<file path="src/rtl/sync_fifo_prog_pkg.sv">
// ----------------------------------------------------------------------------
// sync_fifo_prog_pkg
// Shared definitions for the programmable-threshold synchronous FIFO:
// parameter defaults, the per-cycle operation encoding and width helpers.
// Ports: none (package).
// ----------------------------------------------------------------------------
package sync_fifo_prog_pkg;

  localparam int DEF_FIFO_WIDTH = 16;
  localparam int DEF_FIFO_DEPTH = 8;
  localparam int DEF_AF_MARGIN  = 1;
  localparam int DEF_AE_MARGIN  = 1;

  // Accepted-operation pair for one cycle: {write accepted, read accepted}
  typedef enum logic [1:0] {
    OP_IDLE  = 2'b00,
    OP_READ  = 2'b01,
    OP_WRITE = 2'b10,
    OP_BOTH  = 2'b11
  } fifo_op_e;

  // Pointer width: enough to address entries 0..depth-1, never below 1 bit
  function automatic int calc_ptr_w(input int depth);
    return (depth > 1) ? $clog2(depth) : 1;
  endfunction

  // Count width: must represent 0..depth inclusive
  function automatic int calc_cnt_w(input int depth);
    return $clog2(depth + 1);
  endfunction

endpackage

</file>
<file path="src/rtl/sync_fifo_prog_if.sv">
// ----------------------------------------------------------------------------
// sync_fifo_prog_if
// Bus bundle between a FIFO user (master) and the FIFO (slave).
// Signals: wr_en, rd_en, data_in (master -> FIFO);
//          data_out, wr_ack, overflow, underflow, full, empty,
//          almostfull, almostempty, count (FIFO -> master).
// ----------------------------------------------------------------------------
interface sync_fifo_prog_if
  import sync_fifo_prog_pkg::*;
#(
  parameter int FIFO_WIDTH = DEF_FIFO_WIDTH,
  parameter int FIFO_DEPTH = DEF_FIFO_DEPTH
);

  localparam int CNT_W = calc_cnt_w(FIFO_DEPTH);

  logic                  wr_en;
  logic                  rd_en;
  logic [FIFO_WIDTH-1:0] data_in;
  logic [FIFO_WIDTH-1:0] data_out;
  logic                  wr_ack;
  logic                  overflow;
  logic                  underflow;
  logic                  full;
  logic                  empty;
  logic                  almostfull;
  logic                  almostempty;
  logic [CNT_W-1:0]      count;

  modport master (
    output wr_en, rd_en, data_in,
    input  data_out, wr_ack, overflow, underflow,
    input  full, empty, almostfull, almostempty, count
  );

  modport slave (
    input  wr_en, rd_en, data_in,
    output data_out, wr_ack, overflow, underflow,
    output full, empty, almostfull, almostempty, count
  );

endinterface

</file>
<file path="src/rtl/sync_fifo_prog_mem.sv">
// ----------------------------------------------------------------------------
// sync_fifo_prog_mem
// FIFO_DEPTH x FIFO_WIDTH storage with one write port and one registered
// read port. The array itself is not reset; only the read register is.
// Ports: clk, rst_n, i_wr_en, i_wr_addr, i_wr_data, i_rd_en, i_rd_addr,
//        o_rd_data (registered, holds when i_rd_en is low).
// ----------------------------------------------------------------------------
module sync_fifo_prog_mem #(
  parameter int FIFO_WIDTH = 16,
  parameter int FIFO_DEPTH = 8,
  parameter int ADDR_W     = 3
) (
  input  logic                  clk,
  input  logic                  rst_n,
  input  logic                  i_wr_en,
  input  logic [ADDR_W-1:0]     i_wr_addr,
  input  logic [FIFO_WIDTH-1:0] i_wr_data,
  input  logic                  i_rd_en,
  input  logic [ADDR_W-1:0]     i_rd_addr,
  output logic [FIFO_WIDTH-1:0] o_rd_data
);

  logic [FIFO_WIDTH-1:0] r_mem [FIFO_DEPTH];
  logic [FIFO_WIDTH-1:0] r_rd_data;

  // Write port: storage carries no reset so it maps onto plain RAM
  always_ff @(posedge clk) begin
    if (i_wr_en) begin
      r_mem[i_wr_addr] <= i_wr_data;
    end
  end

  // Registered read port: loads only on an accepted read, otherwise holds
  always_ff @(posedge clk or negedge rst_n) begin
    if (!rst_n) begin
      r_rd_data <= {FIFO_WIDTH{1'b0}};
    end else if (i_rd_en) begin
      r_rd_data <= r_mem[i_rd_addr];
    end else begin
      r_rd_data <= r_rd_data;
    end
  end

  assign o_rd_data = r_rd_data;

endmodule

</file>
<file path="src/rtl/sync_fifo_prog.sv">
// ----------------------------------------------------------------------------
// sync_fifo_prog
// Single-clock FIFO with programmable almost-full / almost-empty margins and
// any depth (pointers wrap explicitly at FIFO_DEPTH-1).
// Ports: clk, rst_n (async active-low), bus (sync_fifo_prog_if.slave).
//   wr_ack/overflow/underflow/data_out are registered; full, empty,
//   almostfull, almostempty are decoded combinationally from count.
// Optional build macro: SYNC_FIFO_PROG_ASSERT_EN compiles in concurrent
// assertions and covers on flags, pointers, count and error flags.
// ----------------------------------------------------------------------------
module sync_fifo_prog
  import sync_fifo_prog_pkg::*;
#(
  parameter int FIFO_WIDTH = DEF_FIFO_WIDTH,
  parameter int FIFO_DEPTH = DEF_FIFO_DEPTH,
  parameter int AF_MARGIN  = DEF_AF_MARGIN,
  parameter int AE_MARGIN  = DEF_AE_MARGIN
) (
  input logic             clk,
  input logic             rst_n,
  sync_fifo_prog_if.slave bus
);

  localparam int PTR_W = calc_ptr_w(FIFO_DEPTH);
  localparam int CNT_W = calc_cnt_w(FIFO_DEPTH);

  logic [PTR_W-1:0] r_wr_ptr;
  logic [PTR_W-1:0] r_rd_ptr;
  logic [CNT_W-1:0] r_count;
  logic             r_wr_ack;
  logic             r_overflow;
  logic             r_underflow;
  logic             w_full;
  logic             w_empty;
  logic             w_wr_acc;
  logic             w_rd_acc;
  fifo_op_e         w_op;

  // Wrap at FIFO_DEPTH-1 rather than relying on binary rollover
  function automatic logic [PTR_W-1:0] ptr_inc(input logic [PTR_W-1:0] p);
    return (p == PTR_W'(FIFO_DEPTH - 1)) ? {PTR_W{1'b0}} : (p + PTR_W'(1));
  endfunction

  assign w_full   = (r_count == CNT_W'(FIFO_DEPTH));
  assign w_empty  = (r_count == {CNT_W{1'b0}});
  // Full blocks the write even when a read frees a slot in the same cycle
  assign w_wr_acc = bus.wr_en & ~w_full;
  assign w_rd_acc = bus.rd_en & ~w_empty;
  assign w_op     = fifo_op_e'({w_wr_acc, w_rd_acc});

  // Pointers, occupancy and one-cycle status flags
  always_ff @(posedge clk or negedge rst_n) begin
    if (!rst_n) begin
      r_wr_ptr    <= {PTR_W{1'b0}};
      r_rd_ptr    <= {PTR_W{1'b0}};
      r_count     <= {CNT_W{1'b0}};
      r_wr_ack    <= 1'b0;
      r_overflow  <= 1'b0;
      r_underflow <= 1'b0;
    end else begin
      r_wr_ack    <= w_wr_acc;
      r_overflow  <= bus.wr_en & w_full;
      r_underflow <= bus.rd_en & w_empty;
      r_wr_ptr    <= w_wr_acc ? ptr_inc(r_wr_ptr) : r_wr_ptr;
      r_rd_ptr    <= w_rd_acc ? ptr_inc(r_rd_ptr) : r_rd_ptr;
      case (w_op)
        OP_WRITE: r_count <= r_count + CNT_W'(1);
        OP_READ:  r_count <= r_count - CNT_W'(1);
        default:  r_count <= r_count;
      endcase
    end
  end

  sync_fifo_prog_mem #(
    .FIFO_WIDTH (FIFO_WIDTH),
    .FIFO_DEPTH (FIFO_DEPTH),
    .ADDR_W     (PTR_W)
  ) u_mem (
    .clk       (clk),
    .rst_n     (rst_n),
    .i_wr_en   (w_wr_acc),
    .i_wr_addr (r_wr_ptr),
    .i_wr_data (bus.data_in),
    .i_rd_en   (w_rd_acc),
    .i_rd_addr (r_rd_ptr),
    .o_rd_data (bus.data_out)
  );

  assign bus.count       = r_count;
  assign bus.full        = w_full;
  assign bus.empty       = w_empty;
  assign bus.almostfull  = ~w_full & (r_count >= CNT_W'(FIFO_DEPTH - AF_MARGIN));
  assign bus.almostempty = ~w_empty & (r_count <= CNT_W'(AE_MARGIN));
  assign bus.wr_ack      = r_wr_ack;
  assign bus.overflow    = r_overflow;
  assign bus.underflow   = r_underflow;

`ifdef SYNC_FIFO_PROG_ASSERT_EN
  a_full_flag: assert property (@(posedge clk) disable iff (!rst_n)
    bus.full == (r_count == CNT_W'(FIFO_DEPTH)));
  a_empty_flag: assert property (@(posedge clk) disable iff (!rst_n)
    bus.empty == (r_count == {CNT_W{1'b0}}));
  a_af_flag: assert property (@(posedge clk) disable iff (!rst_n)
    bus.almostfull == ((r_count >= CNT_W'(FIFO_DEPTH - AF_MARGIN)) && (r_count < CNT_W'(FIFO_DEPTH))));
  a_ae_flag: assert property (@(posedge clk) disable iff (!rst_n)
    bus.almostempty == ((r_count > {CNT_W{1'b0}}) && (r_count <= CNT_W'(AE_MARGIN))));
  a_cnt_range: assert property (@(posedge clk) disable iff (!rst_n)
    r_count <= CNT_W'(FIFO_DEPTH));
  a_wr_ptr_inc: assert property (@(posedge clk) disable iff (!rst_n)
    w_wr_acc |=> (r_wr_ptr == ptr_inc($past(r_wr_ptr))));
  a_wr_ptr_hold: assert property (@(posedge clk) disable iff (!rst_n)
    !w_wr_acc |=> $stable(r_wr_ptr));
  a_rd_ptr_inc: assert property (@(posedge clk) disable iff (!rst_n)
    w_rd_acc |=> (r_rd_ptr == ptr_inc($past(r_rd_ptr))));
  a_rd_ptr_hold: assert property (@(posedge clk) disable iff (!rst_n)
    !w_rd_acc |=> $stable(r_rd_ptr));
  a_cnt_up: assert property (@(posedge clk) disable iff (!rst_n)
    (bus.wr_en && !w_full && !(bus.rd_en && !w_empty)) |=> (r_count == $past(r_count) + CNT_W'(1)));
  a_cnt_down: assert property (@(posedge clk) disable iff (!rst_n)
    (bus.rd_en && !w_empty && !(bus.wr_en && !w_full)) |=> (r_count == $past(r_count) - CNT_W'(1)));
  a_cnt_same: assert property (@(posedge clk) disable iff (!rst_n)
    ((w_op == OP_BOTH) || (w_op == OP_IDLE)) |=> $stable(r_count));
  a_overflow: assert property (@(posedge clk) disable iff (!rst_n)
    (bus.wr_en && w_full) |=> bus.overflow);
  a_no_overflow: assert property (@(posedge clk) disable iff (!rst_n)
    !(bus.wr_en && w_full) |=> !bus.overflow);
  a_underflow: assert property (@(posedge clk) disable iff (!rst_n)
    (bus.rd_en && w_empty) |=> bus.underflow);
  a_no_underflow: assert property (@(posedge clk) disable iff (!rst_n)
    !(bus.rd_en && w_empty) |=> !bus.underflow);
  c_wr_wrap: cover property (@(posedge clk) disable iff (!rst_n)
    w_wr_acc && (r_wr_ptr == PTR_W'(FIFO_DEPTH - 1)));
  c_rd_wrap: cover property (@(posedge clk) disable iff (!rst_n)
    w_rd_acc && (r_rd_ptr == PTR_W'(FIFO_DEPTH - 1)));
  c_both_full: cover property (@(posedge clk) disable iff (!rst_n)
    bus.wr_en && bus.rd_en && w_full);
  c_both_empty: cover property (@(posedge clk) disable iff (!rst_n)
    bus.wr_en && bus.rd_en && w_empty);
`endif

endmodule

</file>
<file path="src/flat_wrapper.sv">
// flat-port wrapper written by rule: the top's interface ports become plain ports
module sync_fifo_prog_flat import sync_fifo_prog_pkg::*;
#(
  parameter int FIFO_WIDTH = DEF_FIFO_WIDTH,
  parameter int FIFO_DEPTH = DEF_FIFO_DEPTH,
  parameter int AF_MARGIN  = DEF_AF_MARGIN,
  parameter int AE_MARGIN  = DEF_AE_MARGIN
)
  (clk, rst_n, bus_wr_en, bus_rd_en, bus_data_in, bus_data_out, bus_wr_ack, bus_overflow, bus_underflow, bus_full, bus_empty, bus_almostfull, bus_almostempty, bus_count);
  sync_fifo_prog_if #(.FIFO_WIDTH(FIFO_WIDTH), .FIFO_DEPTH(FIFO_DEPTH)) bus_i ();
  input logic clk;
  input logic rst_n;
  input wire logic [$bits(bus_i.wr_en)-1:0] bus_wr_en;
  input wire logic [$bits(bus_i.rd_en)-1:0] bus_rd_en;
  input wire logic [$bits(bus_i.data_in)-1:0] bus_data_in;
  output wire logic [$bits(bus_i.data_out)-1:0] bus_data_out;
  output wire logic [$bits(bus_i.wr_ack)-1:0] bus_wr_ack;
  output wire logic [$bits(bus_i.overflow)-1:0] bus_overflow;
  output wire logic [$bits(bus_i.underflow)-1:0] bus_underflow;
  output wire logic [$bits(bus_i.full)-1:0] bus_full;
  output wire logic [$bits(bus_i.empty)-1:0] bus_empty;
  output wire logic [$bits(bus_i.almostfull)-1:0] bus_almostfull;
  output wire logic [$bits(bus_i.almostempty)-1:0] bus_almostempty;
  output wire logic [$bits(bus_i.count)-1:0] bus_count;
  assign bus_i.wr_en = bus_wr_en;
  assign bus_i.rd_en = bus_rd_en;
  assign bus_i.data_in = bus_data_in;
  assign bus_data_out = bus_i.data_out;
  assign bus_wr_ack = bus_i.wr_ack;
  assign bus_overflow = bus_i.overflow;
  assign bus_underflow = bus_i.underflow;
  assign bus_full = bus_i.full;
  assign bus_empty = bus_i.empty;
  assign bus_almostfull = bus_i.almostfull;
  assign bus_almostempty = bus_i.almostempty;
  assign bus_count = bus_i.count;
  sync_fifo_prog #(.FIFO_WIDTH(FIFO_WIDTH), .FIFO_DEPTH(FIFO_DEPTH), .AF_MARGIN(AF_MARGIN), .AE_MARGIN(AE_MARGIN)) u_core (.clk(clk), .rst_n(rst_n), .bus(bus_i));
endmodule
</file>
<file path="config.mk">
export PLATFORM = sky130hd
export DESIGN_NAME = sync_fifo_prog_flat
export DESIGN_NICKNAME = d
export VERILOG_FILES = /design/src/rtl/sync_fifo_prog_pkg.sv /design/src/rtl/sync_fifo_prog_if.sv /design/src/rtl/sync_fifo_prog_mem.sv /design/src/rtl/sync_fifo_prog.sv /design/src/flat_wrapper.sv
export SDC_FILE = /design/constraint.sdc
export NUM_CORES = 1
export LEC_CHECK = 0
export ABC_AREA = 1
export CAP_MARGIN = 20
export CORE_MARGIN = 5
export CORE_UTILIZATION = 40
export DETAILED_ROUTE_END_ITERATION = 12
export SLEW_MARGIN = 20
export SYNTH_ARGS = -nofsm -noshare
export SYNTH_HDL_FRONTEND = slang
export SYNTH_SLANG_ARGS = --single-unit
</file>
<file path="constraint.sdc">
create_clock -name clk -period 2.9 [get_ports clk]
set_input_delay 0.87 -clock clk [delete_from_list [all_inputs] [get_ports clk]]
set_output_delay 0.87 -clock clk [all_outputs]
set_load 0.005 [all_outputs]
</file>
# [Word-level counts from Yosys, hierarchy flattened]
# Memories as Yosys holds them, arrays and structs flattened. A register that Yosys moved wholly into a read port is not among the register bits.
# Index checks and enable logic that the tools add are counted.
[totals] register_bits=13 inputBits=20 mem_count=1 output_inout_bits=27 ramBits=128 word_cells=34
[mem_list] name="u_core.u_mem.r_mem" words=8 width=16 rd=1 rd_ports_with_merged_regs=1 write_ports=1 line="sync_fifo_prog_mem.sv:23" source="logic [FIFO_WIDTH-1:0] r_mem [FIFO_DEPTH];"
[classes] n_eq_ne=5 n_lt_le_gt_ge=2 n_addsub=4 reduce_logical=3 bitwise_logic=8 n_mux=5
[op_table] cell="$pmux 4 s2" count=1
[op_table] cell="$add 3x1->3 const B" count=2
[op_table] cell="$and 1x1->1" count=6
[op_table] cell="$eq 3x3->1 const B" count=2
[op_table] cell="$mux 3" count=2
[op_table] cell="$add 4x1->4 const B" count=1
[op_table] cell="$eq 4x4->1 const B" count=1
[op_table] cell="$ge 4x3->1 const B" count=1
[op_table] cell="$le 4x1->1 const B" count=1
[op_table] cell="$logic_not 4->1" count=1
[op_table] cell="$sub 4x1->4 const B" count=1
[op_table] cell="$eq 2x1->1 const B" count=1
[op_table] cell="$eq 2x2->1 const B" count=1
[op_table] cell="$mux 1" count=2
[op_table] cell="$not 1->1" count=2
[op_table] cell="$reduce_bool 2->1" count=1
[op_table] cell="$logic_not 1->1" count=1

# [Depth between registers and ports, before layout]
# Gate-level depths: netlist of run 1.
[depth] word_depth=5 ltp_mapped=13

# [Hierarchy]
# Synthesis of run 1 repeated with hierarchy kept, for this count alone.
[unflattened] hier_cells=663 area_unflattened_um2=6782.8
[modules_own_cells] module="sync_fifo_prog_mem" cells_each=575 instances=1 seq_area_each_um2=4244.1 area_each_um2=6045.8
[modules_own_cells] module="sync_fifo_prog" cells_each=88 instances=1 seq_area_each_um2=325.3 area_each_um2=737.0

# [Worst setup path before layout of run 1]
# Ideal clock, no wire load.
[synth_timing] path_kind="input to register" startpoint="input port bus_wr_en" endpoint="memory u_core.u_mem.r_mem[0][0], enable pin" path_slack_ns=0.584 path_stages=4 setup_time_ns=0.388 arrival_ns=1.928 required_ns=2.512 path_cell_list="inv_1 > nor2_8 > nand2_1 > nor2_1"
[synth_via] elab_chain_len=3
[synth_rtl] element="start, declared" line="flat_wrapper.sv:13" source="input wire logic [$bits(bus_i.wr_en)-1:0] bus_wr_en;"
[synth_rtl] element="$and 1x1->1" line="sync_fifo_prog.sv:47" source="assign w_wr_acc = bus.wr_en & ~w_full;"
[synth_rtl] element="net u_core.u_mem.i_wr_en" line="sync_fifo_prog_mem.sv:15" source="input logic i_wr_en,"
[synth_rtl] element="$mux 1" line="sync_fifo_prog_mem.sv:28" source="if (i_wr_en) begin"
[synth_rtl] element="$mux 1 (implied by the code)" line="sync_fifo_prog_mem.sv:29" source="r_mem[i_wr_addr] <= i_wr_data;"
[synth_rtl] element="end, declared" line="sync_fifo_prog_mem.sv:23"
# The timed path passes the listed nets, and every way through them passes these cells.

# [Final worst setup path of run 1]
[layout_timing] startpoint="register u_core.r_count[1], in the netlist u_core.bus.count[1]" endpoint="output port bus_empty"
[layout_via] elab_chain_len=1
[layout_rtl] element="start, declared" line="sync_fifo_prog.sv:29" source="logic [CNT_W-1:0] r_count;"
[layout_rtl] element="start signal, assigned" line="sync_fifo_prog.sv:56" source="r_count <= {CNT_W{1'b0}};"
[layout_rtl] element="start signal, assigned" line="sync_fifo_prog.sv:67" source="OP_WRITE: r_count <= r_count + CNT_W'(1);"
[layout_rtl] element="start signal, assigned" line="sync_fifo_prog.sv:68" source="OP_READ: r_count <= r_count - CNT_W'(1);"
[layout_rtl] element="$logic_not 4->1" line="sync_fifo_prog.sv:45" source="assign w_empty = (r_count == {CNT_W{1'b0}});"
[layout_rtl] element="end, declared" line="flat_wrapper.sv:21" source="output wire logic [$bits(bus_i.empty)-1:0] bus_empty;"
# No other way between the ends.

==> impl_metrics.json, run 1 <==
{
  "wl_met2_mm": 6.81,
  "syn_inst": 651,
  "period_needed_ns": 2.81,
  "r2r_cells": 11,
  "clk_latency_ns": 0.41,
  "die_area_mm2": 0.0197,
  "skew_ns": 0.00796,
  "start_util": 0.408,
  "synth_top_family_by_area": "simple AND/OR/NAND/NOR gates",
  "clkSinkCount": 157,
  "routed.top_layer": "met4",
  "seq_power_share": 0.397,
  "htreeDepth": 4,
  "syn-num-nets": 679,
  "routedLengthMet1_mm": 6.34,
  "rows": 47,
  "setup_viol": 0,
  "path_max_fanout": 5,
  "drtIter0Drc": 381,
  "place_congestion": 0.817,
  "min_path_cells": 2,
  "wl_per_cell_um": 15.1,
  "crit_path_end_kind": "output port",
  "final_nets": 733,
  "synthFlopType": "edfxtp_1",
  "peakVddDrop_mv": 0.481,
  "rsz0062_at_grt": "false",
  "finalMaxSlewViolations": 0,
  "worstReg2RegStart": "u_core.bus.count[1]",
  "hold_path_class": "reg -> reg",
  "synth.distinct_cells": 26,
  "grt_pass1_vias": 4347,
  "finalHoldViolCount": 0,
  "dp_hpwl_mm": 8.14,
  "viasPerCell": 4.73,
  "crit_arrival_ns": 1.94,
  "cts_buffers": 17,
  "power_leakage_uw": 0.00351,
  "switching_share": 0.340,
  "p_clk_frac": 0.267,
  "grt_max_degree": 67,
  "synth-edff-count": 128,
  "placed_cell_area_mm2": 0.00749,
  "cts_tree": "built",
  "io_buffers": 46,
  "clk_pin_slew_ns": 0.06,
  "postRouteWirelength_mm": 14.1,
  "synth_warnings": 0,
  "max_freq_mhz": 356,
  "power.share.combinational": 0.336,
  "antenna_found_initial": 0,
  "tns_ns": 0,
  "diodes": 0,
  "die_w_um": 140,
  "reg2reg_slack_ns": 0.90,
  "ys_seq_area_frac": 0.673,
  "grt_pass1_wl_mm": 22.6,
  "core_area_mm2": 0.0166,
  "cts.path.max_buffers": 2,
  "yosys.area_share.adder": 0.0147,
  "start_kind": "flip-flop",
  "muxShareOfSynthArea": 0,
  "drtPass1Iterations": 4,
  "drive_gt1_frac": 0.0891,
  "tightest_slew_ns": 0.778,
  "synthXorXnorAreaFrac": 0.00387,
  "design_area_mm2": 0.00807,
  "area_growth_pct": 18.8,
  "dr_wl_met3_um": 735,
  "p_sw_uw": 2630,
  "cts_root_buffer": "clkbuf_16",
  "synth-async-reset-ratio": 0.185,
  "ant_nets": 0,
  "p_int_uw": 5110,
  "ys_seq_elements": 157,
  "slew_headroom": 0.478,
  "min_to": "u_core.u_mem.o_rd_data[4]",
  "syn_area_per_cell_um2": 10.4,
  "hp-start": "u_core.u_mem.o_rd_data[4]",
  "die_h_um": 140,
  "r2r-end": "u_core.bus.count[2]",
  "drc": 0,
  "power_density_mw_per_mm2": 959,
  "status": "completed",
  "io_pins": 47,
  "yosys.area_share.simple": 0.209,
  "required_ns": 2.03,
  "syn_area_mm2": 0.00679,
  "grt-ovfl-total": 0,
  "finalCritPeriodShare": 0.968,
  "synth_compound_area_frac": 0.00903,
  "grt_use_total": 0.149,
  "critical_path_class": "reg -> out",
  "dr_total_vias": 4435,
  "drv_cap": 0
}
-- logic make-up (layout without fill, tap and decap cells) --
kind of cell    count (synthesis)  after routing
simple gates                  324            324
fa+ha+maj                       8              8
compound gates                 12             12
flops                         157            157
xor+xnor                        3              3
buf+inv                       147            214
-- critical path: stages (launching register included) --
cell,delay (ns)
dfrtp_1,0.42
inv_1,0.11
ha_1,0.21
inv_2,0.08
nor2_4,0.17
clkdlybuf4s50_1,0.52
-- cells in the mapped netlist (3+ instances only) --
master      n  area (um2)
nand2_1   206         773
inv_2       5        18.8
ha_1        8         100
nor2_2      4        25.0
buf_4       4        30.0
inv_1     112         420
nand3_1   100         500
buf_6       3        33.8
edfxtp_1  128        3840
dfrtp_1    29         726
nor2_1      6        22.5
buf_2      16        80.1
clkbuf_1    4        15.0
o21ai_0     9        45.0
-- worst max path at each step --
stage | startpoint | end | slack, ns | depth (start not counted)
global placement | bus_wr_en | u_core.bus.count[2] | 0.35 | 9
global route | u_core.bus.count[1] | bus_empty | 0.02 | 5
detailed placement | bus_wr_en | u_core.bus.count[2] | 0.33 | 9
floorplan | bus_wr_en | u_core.u_mem.r_mem[0][0] | 0.58 | 4
CTS | u_core.bus.count[1] | bus_empty | 0.03 | 5
finish | u_core.bus.count[1] | bus_empty | 0.09 | 5
-- cell type report --
cell class / count / area, um2
inverter: 120 / 455
sequential: 157 / 4570
timing repair buffer: 62 / 603
clock buffer: 23 / 468
fill: 1515 / 8580
tap: 220 / 275
clock inverter: 9 / 90.1
multi-input combinational: 347 / 1600
-- layout by cell type (no fill, tap or decap), drive strengths merged, types with 2 or more instances in the layout --
| master | netlist | routed |
|---|---|---|
| nand2 | 207 | 207 |
| edfxtp | 128 | 128 |
| inv | 119 | 120 |
| nand3 | 101 | 101 |
| clkdlybuf4s50 | 0 | 44 |
| dfrtp | 29 | 29 |
| clkbuf | 4 | 23 |
| buf | 23 | 17 |
| nor2 | 14 | 14 |
| o21ai | 9 | 9 |
| ha | 8 | 8 |
| clkinvlp | 0 | 5 |
| clkinv | 1 | 3 |
| a21oi | 2 | 2 |
| xnor2 | 2 | 2 |
-- power groups by stage --
stage	logic (uW)	registers, uW	clock network [uW]
after floorplan	1670	3110	0
after global placement	2530	3110	0
after detailed placement	2590	3130	0
after CTS	2620	3080	2120
after global routing	2930	3110	2220
final	2600	3070	2070
-- stage by stage --
step | total power (uW) | hold WS [ns] | setup WS, ns | util | cells
final | 7740 | 0.477 | 0.0939 | 0.485 | 938
after global routing | 8260 | 0.496 | 0.0243 | 0.485 | 938
after CTS | 7810 | 0.482 | 0.0322 | 0.484 | 937
after detailed placement | 5720 | 0.465 | 0.334 | 0.450 | 904
after global placement | 5630 | 0.470 | 0.351 | 0.450 | 904
after floorplan | 4780 | 0.472 | 0.584 | - | 651
-- state kept, by name, indices dropped and copies added (netlist names) --
| register | flops |
|---|---|
| u_core.u_mem.r_mem | 128 |
| u_core.u_mem.o_rd_data | 16 |
| u_core.bus.count | 4 |
| u_core.r_rd_ptr | 3 |
| u_core.r_wr_ptr | 3 |
| u_core.bus.overflow | 1 |
| u_core.bus.underflow | 1 |
| u_core.bus.wr_ack | 1 |
-- routing by layer --
metal	track usage	vias up
met4	0.0683	0
met1	0.189	2107
met5	0	-
met2	0.242	114
li1	-	2194
met3	0.0348	20
-- timing repair --
action | CTS | global route
endpoints found under the setup margin | 2 | 2
hold buffers | 0 | 0
setup buffers | 1 | 1
resized for setup | 0 | 2
No activity file was read; power rests on OpenSTA's default activity.
==> run 2, diff against run 1 <==
--- a/config.mk
+++ b/config.mk
@@ -9,7 +9,9 @@
 export CAP_MARGIN = 20
 export CORE_MARGIN = 5
 export CORE_UTILIZATION = 40
+export CTS_BUF_LIST = sky130_fd_sc_hd__clkbuf_4 sky130_fd_sc_hd__clkbuf_8
 export DETAILED_ROUTE_END_ITERATION = 12
+export PLACE_DENSITY_LB_ADDON = 0.1
 export SLEW_MARGIN = 20
 export SYNTH_ARGS = -nofsm -noshare
 export SYNTH_HDL_FRONTEND = slang
==> constraint.sdc (replaced) <==
create_clock -name clk -period 2.4 [get_ports clk]
set_input_delay 0.72 -clock clk [delete_from_list [all_inputs] [get_ports clk]]
set_output_delay 0.72 -clock clk [all_outputs]
set_load 0.005 [all_outputs]
==> run 2 against run 1 <==
Compared with the run above: clock power grew 6%; critical path depth grew 2; via count grew 0.52%; utilization grew 0.35 points; worst hold slack lost 0.26 ns; sequential power grew 23%; die area is the same; critical path type unchanged; critical endpoint is now bus_almostempty.
==> impl_metrics.json, run 2 (synthesized netlist as in run 1, its figures left out) <==
{
  "status": "completed",
  "grt-ovfl-total": 0,
  "io_buffers": 46,
  "postRouteWirelength_mm": 15.3,
  "dr_total_vias": 4458,
  "clkSinkCount": 157,
  "htreeDepth": 4,
  "p_int_uw": 6050,
  "drtIter0Drc": 332,
  "core_area_mm2": 0.0166,
  "grt_pass1_vias": 4375,
  "cts_buffers": 17,
  "power.share.combinational": 0.359,
  "place_congestion": 0.751,
  "io_pins": 47,
  "slew_headroom": 0.490,
  "antenna_found_initial": 0,
  "design_area_mm2": 0.00813,
  "crit_path_end_kind": "output port",
  "tns_ns": 0,
  "start_kind": "flip-flop",
  "final_common_cell": "nand2_1",
  "crit_arrival_ns": 1.58,
  "final_cell_mix": "nand2_1, edfxtp_1, inv_1",
  "die_area_mm2": 0.0197,
  "cts_tree": "built",
  "skew_ns": 0.00897,
  "fill_cells": 1508,
  "hold_path_class": "in -> async",
  "rows": 47,
  "holdBufCountCts": 0,
  "die_w_um": 140,
  "p_sw_uw": 3250,
  "ant_nets": 0,
  "drive_gt1_frac": 0.116,
  "viasPerCell": 4.69,
  "clk_latency_ns": 0.45,
  "path_max_fanout": 4,
  "placed_cell_area_mm2": 0.00760,
  "top_register": "u_core.u_mem.r_mem",
  "max_freq_mhz": 435,
  "p_clk_frac": 0.236,
  "power_density_mw_per_mm2": 1150,
  "grt_use_total": 0.161,
  "rsz0062_at_grt": "false",
  "period_needed_ns": 2.30,
  "grt_pass1_wl_mm": 24.0,
  "cts_root_buffer": "clkbuf_8",
  "switching_share": 0.350,
  "critical_path_class": "reg -> out",
  "setup_viol": 0,
  "wl_per_cell_um": 16.1,
  "required_ns": 1.68,
  "clk_pin_slew_ns": 0.08,
  "power_leakage_uw": 0.00355,
  "grt_max_degree": 49,
  "drc": 0,
  "finalCritPeriodShare": 0.958,
  "tightest_slew_ns": 0.760,
  "drtPass1Iterations": 4,
  "die_h_um": 140,
  "diodes": 0,
  "seq_power_share": 0.405,
  "dp_hpwl_mm": 9.13,
  "finalMaxSlewViolations": 0,
  "finalHoldViolCount": 0,
  "start_util": 0.408,
  "peakVddDrop_mv": 0.599,
  "fin_util": 0.488,
  "drv_cap": 0,
  "cts.path.max_buffers": 2,
  "largest_reg_flops": 128,
  "area_growth_pct": 19.7,
  "final_nets": 746
}
[run 2: changes by cell type in the layout (fill, tap and decap cells not counted), moves of 3 or more]
cell             change
clkbuf_8            +18
clkbuf_1             -4
buf_12               +4
clkdlybuf4s50_1      -3
buf_4                +8
clkinvlp_4           -3
clkbuf_16           -17
inv_4                +3
bufinv_16            +3
[run 2: metal layers]
layer / vias to the layer above / track usage / share of wire
met5: - / 0 / 0
met3: 14 / 0.0382 / 0.042
met1: 2146 / 0.214 / 0.46
met4: 0 / 0.0454 / 0.011
li1: 2213 / - / -
met2: 85 / 0.266 / 0.48
[run 2: cell type report]
class,instances,area [um2],area share
clock buffers,21,283,0.0348
clock inverters,11,163,0.0200
inverters,120,463,0.0570
multi-input cells,347,1630,0.200
flip-flops and latches,157,4570,0.563
well taps,220,275,0.0339
repair buffers,75,744,0.0916
[run 2: final timing paths]
path	from	end	slack (ns)	cells after the start
max	u_core.bus.count[0]	bus_almostempty	0.10	7
min	rst_n	u_core.bus.overflow	0.22	1
max reg2reg	u_core.bus.count[0]	u_core.bus.count[2]	0.43	13
min reg2reg	u_core.u_mem.o_rd_data[1]	u_core.u_mem.o_rd_data[1]	0.48	2
max in group asynchronous	rst_n	u_core.u_mem.o_rd_data[9]	1.65	2
min in group clk	u_core.u_mem.o_rd_data[1]	u_core.u_mem.o_rd_data[1]	0.48	2
[run 2: power groups by stage]
stage / registers (uW) / clock network, uW / logic, uW
CTS: 3780 / 2250 / 3410
global placement: 3810 / 0 / 3200
global route: 3830 / 2360 / 3750
floorplan: 3760 / 0 / 2020
finish: 3770 / 2190 / 3340
detailed placement: 3830 / 0 / 3270
[run 2: timing repair]
item / 4_1_cts / 5_1_grt
buffers inserted: 7 / 0
gates resized for setup: 17 / 2
pin swaps: 4 / 0
endpoints found under the hold margin: 0 / 0
endpoints found under the setup margin: 4 / 2
cloned: 0 / 0
[run 2: stage by stage]
step / setup slack, ns / total power [uW] / std cells / hold slack, ns
global route: 0.00384 / 9950 / 951 / 0.214
floorplan: 0.201 / 5780 / 651 / 0.424
global placement: 0.0397 / 7010 / 912 / 0.464
CTS: 0.0259 / 9430 / 951 / 0.205
finish: 0.101 / 9310 / 951 / 0.220
detailed placement: 0.0397 / 7100 / 912 / 0.466
[run 2: critical path, stage by stage, from the launching register on]
cell	delay, ns
dfrtp_1	0.37
buf_4	0.12
inv_4	0.03
ha_4	0.17
inv_4	0.08
nand2_1	0.05
nor2_1	0.10
clkdlybuf4s15_1	0.21
==> run 3, diff against run 2 <==
--- a/config.mk
+++ b/config.mk
@@ -5,7 +5,6 @@
 export SDC_FILE = /design/constraint.sdc
 export NUM_CORES = 1
 export LEC_CHECK = 0
-export ABC_AREA = 1
 export CAP_MARGIN = 20
 export CORE_MARGIN = 5
 export CORE_UTILIZATION = 40
==> run 3 against run 2 <==
Compared with the run above: total power down 2.4%; synthesized cell count down 44%; non-clock buffer count up 3; via count down 23%.
==> impl_metrics.json, run 3 <==
{
  "status": "completed",
  "crit_path_end_kind": "output port",
  "ys_seq_elements": 157,
  "cts.path.max_buffers": 2,
  "rows": 46,
  "cts_tree": "built",
  "clkSinkCount": 157,
  "tightest_slew_ns": 0.811,
  "viasPerCell": 5.11,
  "grt_pass1_vias": 3490,
  "antenna_found_initial": 0,
  "dr_total_vias": 3440,
  "ant_nets": 0,
  "start_util": 0.404,
  "cts_buffers": 17,
  "syn_area_mm2": 0.00634,
  "power_density_mw_per_mm2": 1170,
  "drv_cap": 0,
  "path_max_fanout": 5,
  "synth_top_area_share": 0.606,
  "yosys.cell_count.top_type": "edfxtp_1",
  "ys_seq_area_frac": 0.721,
  "drive_gt1_frac": 0.247,
  "start_kind": "flip-flop",
  "area_growth_pct": 22.2,
  "finalMaxSlewViolations": 0,
  "pre_cts_ws_ns": 0.0496,
  "syn_area_per_cell_um2": 17.4,
  "drtIter0Drc": 223,
  "cts_root_buffer": "clkbuf_8",
  "crit_arrival_ns": 1.60,
  "clk_pin_slew_ns": 0.08,
  "startpoint": "u_core.bus.count[0]",
  "io_buffers": 46,
  "finalWorstSetupSlack_ns": 0.0773,
  "die_h_um": 136,
  "crit_buf_inv": 3,
  "setup_viol": 0,
  "syn-num-nets": 393,
  "max_freq_mhz": 431,
  "final_nets": 472,
  "postRouteWirelength_mm": 13.7,
  "synth.distinct_cells": 35,
  "drc": 0,
  "synth_warnings": 0,
  "required_ns": 1.68,
  "holdWs_ns": 0.535,
  "io_pins": 47,
  "synth_top_cell_by_area": "edfxtp_1",
  "worstReg2RegStart": "u_core.bus.count[0]",
  "rsz0062_at_grt": "true",
  "die_w_um": 136,
  "synthFlopType": "edfxtp_1",
  "hold_path_class": "reg -> reg",
  "dp_hpwl_mm": 8.30,
  "reg2reg_slack_ns": 0.15,
  "path_cells": "buf_4, inv_2, ha_4, nor3b_4, clkdlybuf4s15_1",
  "cpLargestDelayFamily": "buffers and inverters",
  "r2r-end": "u_core.bus.count[3]",
  "finalHoldViolCount": 0,
  "htreeDepth": 4,
  "crit_path_max_incr_delay_ns": 0.39,
  "core_area_mm2": 0.0157,
  "period_needed_ns": 2.32,
  "critPathSlowestCell": "dfrtp_1",
  "r2r_cells": 12,
  "largest_reg_flops": 128,
  "finalCritPeriodShare": 0.968,
  "diodes": 0,
  "wl_per_cell_um": 20.3,
  "peakVddDrop_mv": 0.620,
  "skew_ns": 0.00837,
  "syn_inst": 365,
  "final_cell_mix": "edfxtp_1, clkdlybuf4s50_1, mux2i_1",
  "synth-async-reset-ratio": 0.185,
  "final_common_cell": "edfxtp_1",
  "worst-path-stages": 5,
  "power_leakage_uw": 0.00277,
  "grt-ovfl-total": 0,
  "top_register": "u_core.u_mem.r_mem",
  "synth-edff-count": 128,
  "netlist_top_cells_count": "edfxtp_1, mux2i_1, dfrtp_1, o21ai_0, mux2_2",
  "cp-endpoint": "bus_empty",
  "die_area_mm2": 0.0185,
  "place_congestion": 0.744,
  "grt_max_degree": 30,
  "critical_path_class": "reg -> out",
  "slew_headroom": 0.457,
  "clk_latency_ns": 0.45,
  "grt_use_total": 0.160,
  "grt_pass1_wl_mm": 21.1,
  "drtPass1Iterations": 4,
  "synth.area.top_cells": "edfxtp_1, dfrtp_1, mux2i_1"
}
==> run 3: changes by cell type after synthesis, sizes merged, moves of 12 or more <==
cell / delta
a22o: +16
o31ai: +16
o21ai: +12
nand3: -100
mux2: +37
inv: -112
o22ai: +15
mux2i: +33
nand2: -203
==> run 3: where the power goes <==
group          internal, uW  total [uW]  switching, uW
combinational          1600        3120           1530
clock                  1130        2080            947
sequential             3520        3880            363
total                  6250        9090           2840
==> run 3: how the worst min path moves through the flow <==
stage | from | endpoint | slack [ns] | cells past startpoint
finish | u_core.u_mem.o_rd_data[3] | u_core.u_mem.o_rd_data[3] | 0.53 | 2
floorplan | rst_n | u_core.bus.count[0] | 0.42 | 0
detailed placement | u_core.u_mem.o_rd_data[9] | u_core.u_mem.o_rd_data[9] | 0.52 | 2
CTS | u_core.u_mem.o_rd_data[9] | u_core.u_mem.o_rd_data[9] | 0.54 | 2
global route | u_core.u_mem.o_rd_data[3] | u_core.u_mem.o_rd_data[3] | 0.57 | 2
global placement | u_core.u_mem.o_rd_data[1] | u_core.u_mem.o_rd_data[1] | 0.52 | 2
==> run 3: area by class of cell <==
cell class	instances	area (um2)
clock inverter	10	138
fill	1365	7970
sequential	157	4570
clock buffer	22	290
multi-input combinational	183	1670
timing repair buffer	78	779
tap	216	270
inverter	7	26.3
==> run 3: what timing repair did <==
action	CTS	global route
endpoints found under the setup margin	4	2
setup buffers	2	2
pin swaps	0	1
hold buffers	0	0
gates resized for setup	12	6
endpoints found under the hold margin	0	0
==> run 3: per-stage QoR <==
stage | utilization | cell area, um2 | total power (uW) | std cells | TNS, ns
floorplan | - | 6350 | 5760 | 365 | -12.80
global placement | 0.462 | 7260 | 7000 | 637 | 0
detailed placement | 0.462 | 7260 | 7050 | 637 | 0
CTS | 0.491 | 7720 | 9190 | 671 | 0
global route | 0.493 | 7750 | 9620 | 673 | -0.0133
finish | 0.493 | 7750 | 9090 | 673 | 0
==> run 3: kinds of logic (layout without fill, tap and decap cells) <==
logic type | Yosys count | in the layout | share of synthesized area
compound gates | 70 | 70 | 0.0868
xor+xnor | 4 | 4 | 0.00553
fa+ha+maj | 8 | 8 | 0.0158
buf+inv | 25 | 117 | 0.0264
flops | 157 | 157 | 0.721
mux | 70 | 70 | 0.118
simple gates | 31 | 31 | 0.0270
==> run 3: layer usage <==
| metal | GRT usage | routed length, um |
|---|---|---|
| met1 | 0.219 | 6280 |
| met2 | 0.253 | 6650 |
| met3 | 0.0385 | 614 |
| met4 | 0.0504 | 147 |
| met5 | 0 | 0 |
==> run 3: tightest hold or removal path: cells and delay by family, from the launching register on <==
family         cells  cell delay, ns
AO/OA/AOI/OAI      2            0.15
flip-flops         1            0.34
